--- src/rtl/regfile_if.sv ---
// rtl/regfile_if.sv - write-back, read-port and debug bus of the Y86 register file
interface regfile_if #(
    parameter int WIDTH = 32
);
    logic             wr_en_i;
    logic [7:0]       dstE_i;
    logic [WIDTH-1:0] valE_i;
    logic [7:0]       dstM_i;
    logic [WIDTH-1:0] valM_i;
    logic [7:0]       srcA_i;
    logic [7:0]       srcB_i;
    logic [WIDTH-1:0] valA_o;
    logic [WIDTH-1:0] valB_o;
    logic [2:0]       dbg_sel_i;
    logic [WIDTH-1:0] dbg_val_o;
    logic             err_o;

    modport master (
        output wr_en_i, dstE_i, valE_i, dstM_i, valM_i, srcA_i, srcB_i, dbg_sel_i,
        input  valA_o, valB_o, dbg_val_o, err_o
    );

    modport slave (
        input  wr_en_i, dstE_i, valE_i, dstM_i, valM_i, srcA_i, srcB_i, dbg_sel_i,
        output valA_o, valB_o, dbg_val_o, err_o
    );
endinterface

--- src/rtl/regfile.sv ---
// rtl/regfile.sv - Y86 register file with dual write-back, write-first bypass and sticky dst error
module regfile #(
    parameter int         NREGS = 8,
    parameter int         WIDTH = 32,
    parameter logic [7:0] RNONE = 8'h0F
) (
    input  logic     clk,
    input  logic     rst,
    regfile_if.slave bus
);
    logic [WIDTH-1:0] r_regs [NREGS];
    logic             r_err;

    logic             w_e_valid;
    logic             w_m_valid;
    logic             w_dst_bad;
    logic [WIDTH-1:0] w_val_a;
    logic [WIDTH-1:0] w_val_b;
    logic [WIDTH-1:0] w_dbg_val;

    assign w_e_valid = (bus.dstE_i < 8'(NREGS));
    assign w_m_valid = (bus.dstM_i < 8'(NREGS));
    assign w_dst_bad = (!w_e_valid && (bus.dstE_i != RNONE)) ||
                       (!w_m_valid && (bus.dstM_i != RNONE));

    // M port is checked first so popl %esp keeps the popped value
    always_ff @(posedge clk or posedge rst) begin
        if (rst) begin
            for (int i = 0; i < NREGS; i++) begin
                r_regs[i] <= '0;
            end
            r_err <= 1'b0;
        end else if (bus.wr_en_i) begin
            for (int i = 0; i < NREGS; i++) begin
                if (w_m_valid && (bus.dstM_i == 8'(i))) begin
                    r_regs[i] <= bus.valM_i;
                end else if (w_e_valid && (bus.dstE_i == 8'(i))) begin
                    r_regs[i] <= bus.valE_i;
                end
            end
            if (w_dst_bad) begin
                r_err <= 1'b1;
            end
        end
    end

    function automatic logic [WIDTH-1:0] read_port(input logic [7:0] src);
        logic [WIDTH-1:0] v;
        v = '0;
        if (!rst && (src < 8'(NREGS))) begin
            for (int i = 0; i < NREGS; i++) begin
                if (src == 8'(i)) begin
                    v = r_regs[i];
                end
            end
            if (bus.wr_en_i && w_m_valid && (src == bus.dstM_i)) begin
                v = bus.valM_i;
            end else if (bus.wr_en_i && w_e_valid && (src == bus.dstE_i)) begin
                v = bus.valE_i;
            end
        end
        return v;
    endfunction

    always_comb begin
        w_val_a = read_port(bus.srcA_i);
        w_val_b = read_port(bus.srcB_i);
    end

    always_comb begin
        w_dbg_val = '0;
        for (int i = 0; i < NREGS; i++) begin
            if ({29'd0, bus.dbg_sel_i} == 32'(i)) begin
                w_dbg_val = r_regs[i];
            end
        end
    end

    assign bus.valA_o    = w_val_a;
    assign bus.valB_o    = w_val_b;
    assign bus.dbg_val_o = w_dbg_val;
    assign bus.err_o     = r_err;
endmodule
--- src/flat_wrapper.sv ---
// flat-port wrapper written by rule: the top's interface ports become plain ports
module regfile_flat 
#(
    parameter int         NREGS = 8,
    parameter int         WIDTH = 32,
    parameter logic [7:0] RNONE = 8'h0F
)
  (clk, rst, bus_wr_en_i, bus_dstE_i, bus_valE_i, bus_dstM_i, bus_valM_i, bus_srcA_i, bus_srcB_i, bus_dbg_sel_i, bus_valA_o, bus_valB_o, bus_dbg_val_o, bus_err_o);
  regfile_if #(.WIDTH(WIDTH)) bus_i ();
  input  logic clk;
  input  logic rst;
  input wire logic [$bits(bus_i.wr_en_i)-1:0] bus_wr_en_i;
  input wire logic [$bits(bus_i.dstE_i)-1:0] bus_dstE_i;
  input wire logic [$bits(bus_i.valE_i)-1:0] bus_valE_i;
  input wire logic [$bits(bus_i.dstM_i)-1:0] bus_dstM_i;
  input wire logic [$bits(bus_i.valM_i)-1:0] bus_valM_i;
  input wire logic [$bits(bus_i.srcA_i)-1:0] bus_srcA_i;
  input wire logic [$bits(bus_i.srcB_i)-1:0] bus_srcB_i;
  input wire logic [$bits(bus_i.dbg_sel_i)-1:0] bus_dbg_sel_i;
  output wire logic [$bits(bus_i.valA_o)-1:0] bus_valA_o;
  output wire logic [$bits(bus_i.valB_o)-1:0] bus_valB_o;
  output wire logic [$bits(bus_i.dbg_val_o)-1:0] bus_dbg_val_o;
  output wire logic [$bits(bus_i.err_o)-1:0] bus_err_o;
  assign bus_i.wr_en_i = bus_wr_en_i;
  assign bus_i.dstE_i = bus_dstE_i;
  assign bus_i.valE_i = bus_valE_i;
  assign bus_i.dstM_i = bus_dstM_i;
  assign bus_i.valM_i = bus_valM_i;
  assign bus_i.srcA_i = bus_srcA_i;
  assign bus_i.srcB_i = bus_srcB_i;
  assign bus_i.dbg_sel_i = bus_dbg_sel_i;
  assign bus_valA_o = bus_i.valA_o;
  assign bus_valB_o = bus_i.valB_o;
  assign bus_dbg_val_o = bus_i.dbg_val_o;
  assign bus_err_o = bus_i.err_o;
  regfile #(.NREGS(NREGS), .WIDTH(WIDTH), .RNONE(RNONE)) u_core (.clk(clk), .rst(rst), .bus(bus_i));
endmodule
--- config.mk ---
export PLATFORM = sky130hd
export DESIGN_NAME = regfile_flat
export DESIGN_NICKNAME = d
export VERILOG_FILES = /design/src/rtl/regfile_if.sv /design/src/rtl/regfile.sv /design/src/flat_wrapper.sv
export SDC_FILE = /design/constraint.sdc
export NUM_CORES = 1
export LEC_CHECK = 0
export BUFFER_PORTS_ARGS = -buffer_cell sky130_fd_sc_hd__buf_2
export CAP_MARGIN = 10
export CORE_AREA = 8 8 237 239
export CTS_BUF_LIST = sky130_fd_sc_hd__clkbuf_4
export CTS_CLUSTER_SIZE = 20
export DETAILED_ROUTE_END_ITERATION = 8
export DIE_AREA = 0 0 245 247
export SYNTH_ARGS = -nofsm -noshare
export SYNTH_HDL_FRONTEND = slang
export SYNTH_SLANG_ARGS = --single-unit
--- constraint.sdc ---
create_clock -name clk -period 12.8 [get_ports clk]
set_input_delay 0.64 -clock clk [delete_from_list [all_inputs] [get_ports clk]]
set_output_delay 0.64 -clock clk [all_outputs]
set_load 0.005 [all_outputs]
==> flow_metrics.py <==
metrics = {
    "outcome": {
        "status": "finished clean",
    },
    "synthesis": {
        "netlist_instances": 2500,
        "synthesis.area_mm2": 0.02070,
        "syn_nets": 2602,
        "synth_seq_area_share_pct": 31.06,
        "ys.flop_type": "dfrtp_1",
        "synth_cell_types": 75,
        "ys_warn_count": 0,
        "syn_area_per_cell_um2": 8.281,
        "ys_ff_latch": 257,
        "synth-edff-count": 0,
        "async_flop_share_pct": 100.0,
    },
    "power_and_ir_drop": {
        "p_per_area_mw_per_mm2": 97.51,
        "ir_drop_mv": 0.04134,
        "total_power_mw": 2.233,
        "leakagePower_nw": 9.821,
    },
    "clock_network": {
        "cts_tree": "yes",
        "cts_made_buffers": 78,
        "h-tree-depth": 3,
        "clk_pin_slew_ns": 0.07,
        "clockBufferDepth": 3,
        "hold_buffers": 0,
        "cts_setup_buffers": 0,
        "clock_latency_ns": 0.80,
        "cts_root_buf": "clkbuf_4",
        "cts_resized": 0,
        "clock-sinks": 257,
    },
    "cells_and_area": {
        "areaGrowthSynthToFinish_pct": 10.61,
        "final_core_util_pct": 43.84,
        "stdcell_count": 3290,
        "fillers": 5168,
        "nNetsFinal": 2652,
        "layout-drive-gt1-share_pct": 19.71,
        "area.sequential_mm2": 0.006431,
        "multi_input_area_mm2": 0.01314,
    },
    "placement": {
        "hpwl_um": 57290,
        "dp_cells": 3158,
        "io_buffers": 198,
        "gp_congestion": 0.9200,
    },
    "worst_setup_path": {
        "critPathBufInv": 5,
        "max_stage_delay_ns": 0.70,
        "path_cells": "buf_4 -> buf_4 -> buf_4 -> nor2b_1 -> buf_4 -> a22oi_1 -> a22o_1 -> a211o_1 -> o21ai_1 -> buf_2",
        "worstSetupEndpointType": "output port",
        "regToRegStartpoint": "u_core.r_regs[241]",
        "critPathMostFrequentCell": "buf_4",
        "crit_fanout": 51,
        "crit_family": "buffers and inverters",
        "crit_path_start_kind": "primary input",
        "startpoint": "bus_srcA_i[1]",
        "critical_path_class": "in2out",
        "worst-endpoint-arrival_ns": 4.19,
        "worstPathRequired_ns": 12.16,
        "critPathSlowestCell": "buf_4",
    },
    "detailed_routing": {
        "drt_wl_total_um": 97340,
        "drtPass1Iterations": 8,
        "drtAntennaViolNets": 0,
        "via_per_inst": 6.621,
        "drt-wirelength-per-cell_um": 29.59,
        "drt_iter0_drc": 3333,
        "vias": 21780,
        "drc_errors": 0,
    },
    "sta": {
        "relSlewSlack_pct": 16.93,
        "skew_ns": 0,
        "fin_setup_tns_ns": 0,
        "period_minus_slack_ns": 4.834,
        "whs_ns": 0.05905,
        "hold_violations": 0,
        "worst_pin_slew_ns": 1.243,
        "drv_slew": 0,
        "max_freq_mhz": 206.9,
        "rsz0062_at_grt": "false",
        "post-route-period-util_pct": 37.77,
        "setup_viol": 0,
    },
    "die": {
        "ioPinCount": 199,
        "die_w_um": 245,
        "num_rows": 84,
        "core_region_area_mm2": 0.05224,
        "die-area_mm2": 0.06052,
        "initial_core_util_pct": 39.64,
        "fp.dieH_um": 247,
    },
    "grt": {
        "antenna_found_initial": 4,
        "grt_pass1_wl_um": 142600,
        "grt_start_max_net_pins": 95,
        "gr-total-overflow": 0,
        "grt_pass1_vias": 21510,
        "grt_util_all_layers_pct": 31.17,
    },
    "flow_run": {
        "max-cap-violations": 0,
    },
    "hold_path": {
        "hp-class": "in2async",
    },
}
## flip-flops by register name, indices dropped and copies added (netlist names)
name / count
u_core.bus.err_o: 1
u_core.r_regs: 256
## layer usage
layer  vias to the layer above  global-route usage (%)  part of all wire [%]
met5                         -                       0                0.0092
met4                         2                   20.93                   6.8
met2                      1635                   47.75                    44
li1                       9232                       -                     -
met3                       435                   7.024                    11
met1                     10480                   39.06                    38
## metrics by stage
step	instance area, µm²	worst slack (ns)
floorplan	20700	5.071
global placement	21970	8.147
detailed placement	21970	8.119
CTS	22890	8.113
global route	22900	7.909
finish	22900	7.966
## final timing paths
kind                                       to  slack, ns  cells after the start
min in group clk           u_core.r_regs[149]       0.23                      3
max in group asynchronous  u_core.r_regs[114]      10.59                      4
max                            bus_valA_o[22]       7.97                     10
min                        u_core.r_regs[223]       0.06                      2
max reg2reg                u_core.r_regs[241]      12.02                      2
min reg2reg                  u_core.bus.err_o       0.47                      1
## synth_stat cells, drive strengths merged (10+ instances only)
cell type | count | share of area, %
o21ai | 391 | 9.5
nand2 | 367 | 6.7
mux2i | 360 | 17
dfrtp | 257 | 31
clkbuf | 172 | 3.1
a21oi | 144 | 3.5
nor2 | 130 | 2.5
buf | 115 | 2.8
mux2 | 61 | 3.3
o221ai | 38 | 1.6
a31oi | 30 | 0.91
nor3 | 30 | 0.80
a22oi | 29 | 1.1
mux4 | 27 | 2.9
nor2b | 27 | 0.82
nand3 | 26 | 0.71
xor2 | 25 | 1.1
a22o | 24 | 1.0
inv | 20 | 0.36
o2bb2ai | 20 | 0.85
o211ai | 18 | 0.65
nand2b | 17 | 0.51
a221oi | 15 | 0.63
o22ai | 15 | 0.45
a21o | 11 | 0.40
a32o | 10 | 0.48
a32oi | 10 | 0.46
nor4 | 10 | 0.44
## power by group
part           leakage (nW)  switching, mW  internal [mW]
logic                  5.76          0.281          0.172
clock network         0.562          0.394          0.411
registers              3.50         0.0899          0.886
## cell usage in the layout, fill, tap and decap left out, types with 29 or more instances in the layout
cell type / count
a21oi_1: 144
a22oi_1: 29
a31oi_1: 30
buf_2: 194
buf_4: 63
clkbuf_4: 110
dfrtp_1: 257
mux2_2: 61
mux2i_1: 360
nand2_1: 367
nor2_1: 119
o21ai_0: 361
o221ai_1: 38
## final cells by class
cell class / count / share of cell area, %
multi-input cells: 1933 / 57.37
clock buffers: 110 / 3.606
clock inverters: 18 / 0.4207
diodes: 4 / 0.04371
inverters: 23 / 0.4098
flip-flops and latches: 257 / 28.08
well taps: 688 / 3.759
repair buffers: 257 / 6.305
## cell families (layout without fill, tap and decap cells)
logic type,Yosys count,count (layout),synth area share (%)
other cells,0,4,0
flops,257,257,31.06
buf+inv,310,408,6.315
mux,448,448,23.66
xor+xnor,28,28,1.185
compound gates,816,816,24.05
simple gates,641,641,13.72
(Power assumes the default switching activity.)
